### src/rtl/bitonic_topk_pipe.sv
// Fully pipelined bitonic sorter over N = 2**LOG2_N unsigned elements with index tracking,
// per-vector direction and a global-stall valid/ready handshake; emits the first TOPK lanes.
module bitonic_topk_pipe #(
  parameter int unsigned DATAWIDTH = 8,
  parameter int unsigned LOG2_N    = 4,
  parameter int unsigned TOPK      = 4
) (
  input  logic                                   clk_i,
  input  logic                                   rstn_i,
  input  logic                                   valid_i,
  output logic                                   ready_o,
  input  logic                                   desc_i,
  input  logic [(1<<LOG2_N)-1:0][DATAWIDTH-1:0]  x_i,
  output logic                                   valid_o,
  input  logic                                   ready_i,
  output logic                                   desc_o,
  output logic [TOPK-1:0][DATAWIDTH-1:0]         y_o,
  output logic [TOPK-1:0][LOG2_N-1:0]            idx_o
);

  localparam int unsigned N  = 1 << LOG2_N;
  localparam int unsigned S  = LOG2_N * (LOG2_N + 1) / 2;
  localparam int unsigned KW = DATAWIDTH + LOG2_N;

  typedef logic [N-1:0][DATAWIDTH-1:0] vec_t;
  typedef logic [N-1:0][LOG2_N-1:0]    ivec_t;

  vec_t        val_q  [S];
  vec_t        val_in [S];
  vec_t        val_d  [S];
  ivec_t       idx_q  [S];
  ivec_t       idx_in [S];
  ivec_t       idx_d  [S];
  logic [S-1:0] dir_q;
  logic [S-1:0] dir_in;
  logic [S-1:0] vld_q;
  logic [S-1:0] vld_in;

  logic [KW-1:0] key_a;
  logic [KW-1:0] key_b;
  logic          asc;
  logic          adv;

  // Global stall: every stage shifts together whenever the output slot is free or draining.
  assign adv     = ready_i | ~vld_q[S-1];
  assign ready_o = adv;
  assign valid_o = vld_q[S-1];
  assign desc_o  = dir_q[S-1];

  // Stage s consumes the registered result of stage s-1; stage 0 consumes the port.
  always_comb begin : stage_inputs
    val_in[0] = x_i;
    dir_in[0] = desc_i;
    vld_in[0] = valid_i;
    for (int i = 0; i < N; i++) begin
      idx_in[0][i] = LOG2_N'(i);
    end
    for (int s = 1; s < S; s++) begin
      val_in[s] = val_q[s-1];
      idx_in[s] = idx_q[s-1];
      dir_in[s] = dir_q[s-1];
      vld_in[s] = vld_q[s-1];
    end
  end

  // Compare-exchange network; stage (p,q) merges blocks of 2**p at distance 2**q.
  // Inverting the index in descending mode keeps lower indices first on equal values.
  always_comb begin : cmp_exch
    for (int s = 0; s < S; s++) begin
      val_d[s] = val_in[s];
      idx_d[s] = idx_in[s];
    end
    key_a = '0;
    key_b = '0;
    asc   = 1'b0;
    for (int p = 1; p <= int'(LOG2_N); p++) begin
      for (int q = p - 1; q >= 0; q--) begin
        for (int i = 0; i < int'(N); i++) begin
          int st;
          int l;
          st = p * (p - 1) / 2 + (p - 1 - q);
          l  = i ^ (1 << q);
          if (l > i) begin
            asc   = ((i & (1 << p)) == 0) ^ dir_in[st];
            key_a = {val_in[st][i], dir_in[st] ? ~idx_in[st][i] : idx_in[st][i]};
            key_b = {val_in[st][l], dir_in[st] ? ~idx_in[st][l] : idx_in[st][l]};
            if (asc ? (key_a > key_b) : (key_a < key_b)) begin
              val_d[st][i] = val_in[st][l];
              val_d[st][l] = val_in[st][i];
              idx_d[st][i] = idx_in[st][l];
              idx_d[st][l] = idx_in[st][i];
            end
          end
        end
      end
    end
  end

  // Pipeline registers; reset flushes every in-flight vector.
  always_ff @(posedge clk_i or negedge rstn_i) begin
    if (!rstn_i) begin
      for (int s = 0; s < S; s++) begin
        val_q[s] <= '0;
        idx_q[s] <= '0;
      end
      dir_q <= '0;
      vld_q <= '0;
    end else if (adv) begin
      for (int s = 0; s < S; s++) begin
        val_q[s] <= val_d[s];
        idx_q[s] <= idx_d[s];
      end
      dir_q <= dir_in;
      vld_q <= vld_in;
    end
  end

  always_comb begin : topk_lanes
    for (int t = 0; t < TOPK; t++) begin
      y_o[t]   = val_q[S-1][t];
      idx_o[t] = idx_q[S-1][t];
    end
  end

endmodule

### config.mk
export PLATFORM = sky130hd
export DESIGN_NAME = bitonic_topk_pipe
export DESIGN_NICKNAME = d
export VERILOG_FILES = /design/src/rtl/bitonic_topk_pipe.sv
export SDC_FILE = /design/constraint.sdc
export NUM_CORES = 2
export LEC_CHECK = 0
export ABC_AREA = 1
export BUFFER_PORTS_ARGS = -buffer_cell sky130_fd_sc_hd__buf_2
export CAP_MARGIN = 25
export CORE_UTILIZATION = 39
export CTS_CLUSTER_SIZE = 12
export DETAILED_ROUTE_END_ITERATION = 10
export SYNTH_ARGS = -nofsm -noshare
export SYNTH_HDL_FRONTEND = slang
export SYNTH_SLANG_ARGS = --single-unit
### constraint.sdc
create_clock -name clk_i -period 4.73 [get_ports clk_i]
set_clock_uncertainty 0.15 [all_clocks]
set_input_delay 0.7095 -clock clk_i [delete_from_list [all_inputs] [get_ports clk_i]]
set_output_delay 0.7095 -clock clk_i [all_outputs]
set_load 0.02 [all_outputs]
==> flow_metrics.env <==
export IMPL_outcome="complete, but fails checks"
export IMPL_violations="DRC"
export IMPL_wl_per_cell_um=18.22
export IMPL_slew_headroom_pct=25.54
export IMPL_yosys_warnings=0
export IMPL_worstHoldStart="x_i[0]"
export IMPL_worst_slack_ns=0.7624
export IMPL_grt_pass1_vias=69798
export IMPL_die_area_um2=212500
export IMPL_synth_edf_count=0
export IMPL_rsz0062_at_grt="false"
export IMPL_required_ns=5.27
export IMPL_die_x_um=461.0
export IMPL_crit_start="dir_q[2]$_DFFE_PN0P_"
export IMPL_yosysTopAreaCell="dfrtp_1"
export IMPL_dr_pass1_iters=11
export IMPL_synth_simple_gate_area_share_pct=29.62
export IMPL_die_y_um=461.0
export IMPL_start_util_pct=39.21
export IMPL_grt_overflow=0
export IMPL_synth_xor_area_share_pct=2.825
export IMPL_grt_pass1_wl_mm=404.8
export IMPL_io_pins=184
export IMPL_timing_fmax_mhz=252.0
export IMPL_async_flop_share_pct=100.0
export IMPL_netlist_cell_type_count=41
export IMPL_area_delta_synth_final_pct=11.56
export IMPL_post_route_period_util_pct=83.88
export IMPL_coreArea_um2=209600
export IMPL_synth_mux_area_share_pct=0
export IMPL_h_tree_depth=4
export IMPL_grt_max_degree=216
export IMPL_syn_cell_area_um2=82170
export IMPL_end_kind="register"
export IMPL_setup_viol=0
export IMPL_cts_tree="yes"
export IMPL_worstHoldPathType="in -> reg"
export IMPL_top_layer="met4"
export IMPL_clock_latency_ns=0.83
export IMPL_holdWs_ns=0.04289
export IMPL_vias=74195
export IMPL_syn_avg_cell_area_um2=7.296
export IMPL_grt_use_total_pct=24.18
export IMPL_met2_length_mm=119.0
export IMPL_fin_crit_ns=3.968
export IMPL_drtIter0Drc=6289
export IMPL_grt_antenna_before_repair=1
export IMPL_synth_top_area_share_pct=39.44
export IMPL_synthCells=11263
export IMPL_cap_violations=0
export IMPL_synth_flop_cell="dfrtp_1"
export IMPL_hold_viol=0
export IMPL_clk_pin_slew_ns=0.06
export IMPL_drcViolationCount=2
export IMPL_start_kind="register"
export IMPL_synthesis_nets=12045
export IMPL_ys_seq_elements=1295
export IMPL_synthAdderAreaFrac_pct=9.882
export IMPL_hpwl_mm=194.6
export IMPL_cts_root_buf="clkbuf_16"
export IMPL_final_max_slew_viol_count=0
export IMPL_reg2reg_from="dir_q[2]$_DFFE_PN0P_"
export IMPL_nets=11998
export IMPL_critPathKind="reg -> reg"
export IMPL_ant_nets=0
export IMPL_rows=168
export IMPL_worstMarginPinSlew_ns=1.117
export IMPL_synth_area_leaders="dfrtp_1, nand2_1, nand3_1"
export IMPL_m1WireLength_mm=117.0
export IMPL_worstPathMaxFanout=34
export IMPL_cts_max_path_buffers=3
export IMPL_drt_total_wl_mm=257.7
export IMPL_layout_drive_gt1_share_pct=5.371
export IMPL_viasPerCell=5.245
export IMPL_seq_area_frac_synth_pct=39.44
export IMPL_cts_sinks=1295
export IMPL_synth_top_family_by_area="simple AND/OR/NAND/NOR gates"
export IMPL_io_buffers=183
export IMPL_critPathArrivalTime_ns=4.51
export IMPL_dp_slack_ns=0.8545
export IMPL_synth_compound_area_share_pct=8.786
export IMPL_routabilityCongestion=0.9521
export IMPL_ctsResizeCount=0
export IMPL_cts_buffers=154
export IMPL_route_met3_wl_mm=11.68
export IMPL_tns_ns=0
[final timing paths]
check | slack (ns) | end | cells past startpoint
worst max-delay path | 0.76 | idx_in[374]$_DFFE_PN0P_ | 11
worst min-delay path | 0.04 | val_in[1024]$_DFFE_PN0P_ | 3
worst max register to register | 0.76 | idx_in[374]$_DFFE_PN0P_ | 11
worst min register to register | 0.31 | vld_q[6]$_DFFE_PN0P_ | 2
max in group asynchronous | 2.62 | val_in[285]$_DFFE_PN0P_ | 3
min in group asynchronous | 0.29 | val_in[660]$_DFFE_PN0P_ | 2
[worst max-delay path: stages, from the launching register on]
cell	delay, ns
dfrtp_2	0.90
ha_1	0.38
inv_1	0.09
ha_1	0.24
a21oi_1	0.14
o21ai_1	0.07
nand2_1	0.05
nand2_1	0.08
o21ai_2	0.76
inv_1	0.60
nand3_1	0.23
o21ai_1	0.08
[state kept, by name, indices dropped and copies added (netlist names)]
| register | cells |
|---|---|
| val_in | 896 |
| vld_q | 10 |
| idx_in | 331 |
| dir_q | 10 |
| y_o | 32 |
| idx_o | 16 |
[Yosys cell counts, types with 2 or more instances]
| cell type | instances |
|---|---|
| nor2_1 | 268 |
| o211ai_1 | 102 |
| a21oi_1 | 284 |
| clkbuf_1 | 308 |
| inv_2 | 11 |
| o21a_1 | 35 |
| a22oi_1 | 2 |
| nand3_1 | 1695 |
| dfrtp_1 | 1295 |
| buf_1 | 26 |
| and2_1 | 12 |
| nand2_2 | 13 |
| nand4_2 | 2 |
| inv_1 | 1331 |
| xor2_1 | 133 |
| ha_1 | 649 |
| buf_4 | 44 |
| nor3b_1 | 3 |
| o21ai_1 | 115 |
| nand3_2 | 4 |
| o22ai_1 | 56 |
| o21ai_2 | 5 |
| nor2_2 | 3 |
| o21ai_0 | 725 |
| xnor2_1 | 132 |
| nand2_1 | 3560 |
| nand3b_1 | 9 |
| a211oi_1 | 8 |
| buf_2 | 227 |
| nor4_1 | 4 |
| nand4_1 | 147 |
| a31oi_1 | 6 |
| nor3_1 | 37 |
| o21bai_1 | 5 |
[repair_timing]
item | CTS | global route
hold buffers | 91 | 0
endpoints found under the hold margin | 113 | 0
setup buffers | 0 | 0
endpoints found under the setup margin | 0 | 0
[cell type report]
class                      instances  area [um^2]
sequential                      1295        32420
timing repair buffer             402         3201
tap                             2805         3510
clock inverter                    57        919.6
clock buffer                     222         4557
multi-input combinational       8019        42010
antenna                            1        2.502
inverter                        1344         5055
fill                           21175       117900
[routing by layer]
layer	track usage (%)	vias to the layer above
met5	0	-
met3	2.775	430
met4	8.897	0
li1	-	36449
met2	39.48	1999
met1	32.82	35317
[placed cells by master (no fill, tap or decap), drive strengths merged]
cell / n
a22oi: 2
a211oi: 8
nor3b: 4
o21a: 35
ha: 649
nor3: 37
and3: 1
nor4: 4
nand3: 1699
clkinvlp: 7
dfrtp: 1295
inv: 1347
clkinv: 28
o211ai: 103
o21bai: 5
and2: 12
nand4: 149
o21ai: 845
nand2: 3573
xnor2: 132
dlygate4sd3: 91
o22ai: 56
xor2: 133
or2: 1
a31oi: 6
diode: 1
nand3b: 9
a21oi: 285
clkbuf: 222
nor2: 271
bufinv: 19
buf: 311
[per-stage QoR]
| stage | area [um^2] | cells | util, % |
|---|---|---|---|
| floorplan | 82170 | 11263 | - |
| global placement | 85210 | 13771 | 40.66 |
| detailed placement | 85250 | 13773 | 40.68 |
| CTS | 91640 | 14143 | 43.73 |
| global route | 91660 | 14144 | 43.74 |
| finish | 91670 | 14145 | 43.74 |
[cells by family (layout without fill, tap and decap cells)]
logic type      Yosys count  after routing
buf+inv                1949           2025
other cells               0              1
fa+ha+maj               649            649
flops                  1295           1295
simple gates           5760           5760
xor+xnor                265            265
compound gates         1345           1345
Power is left out: the tool's default activity adds up to more than one toggle a clock period on the data nets, which glitch-free logic cannot reach.
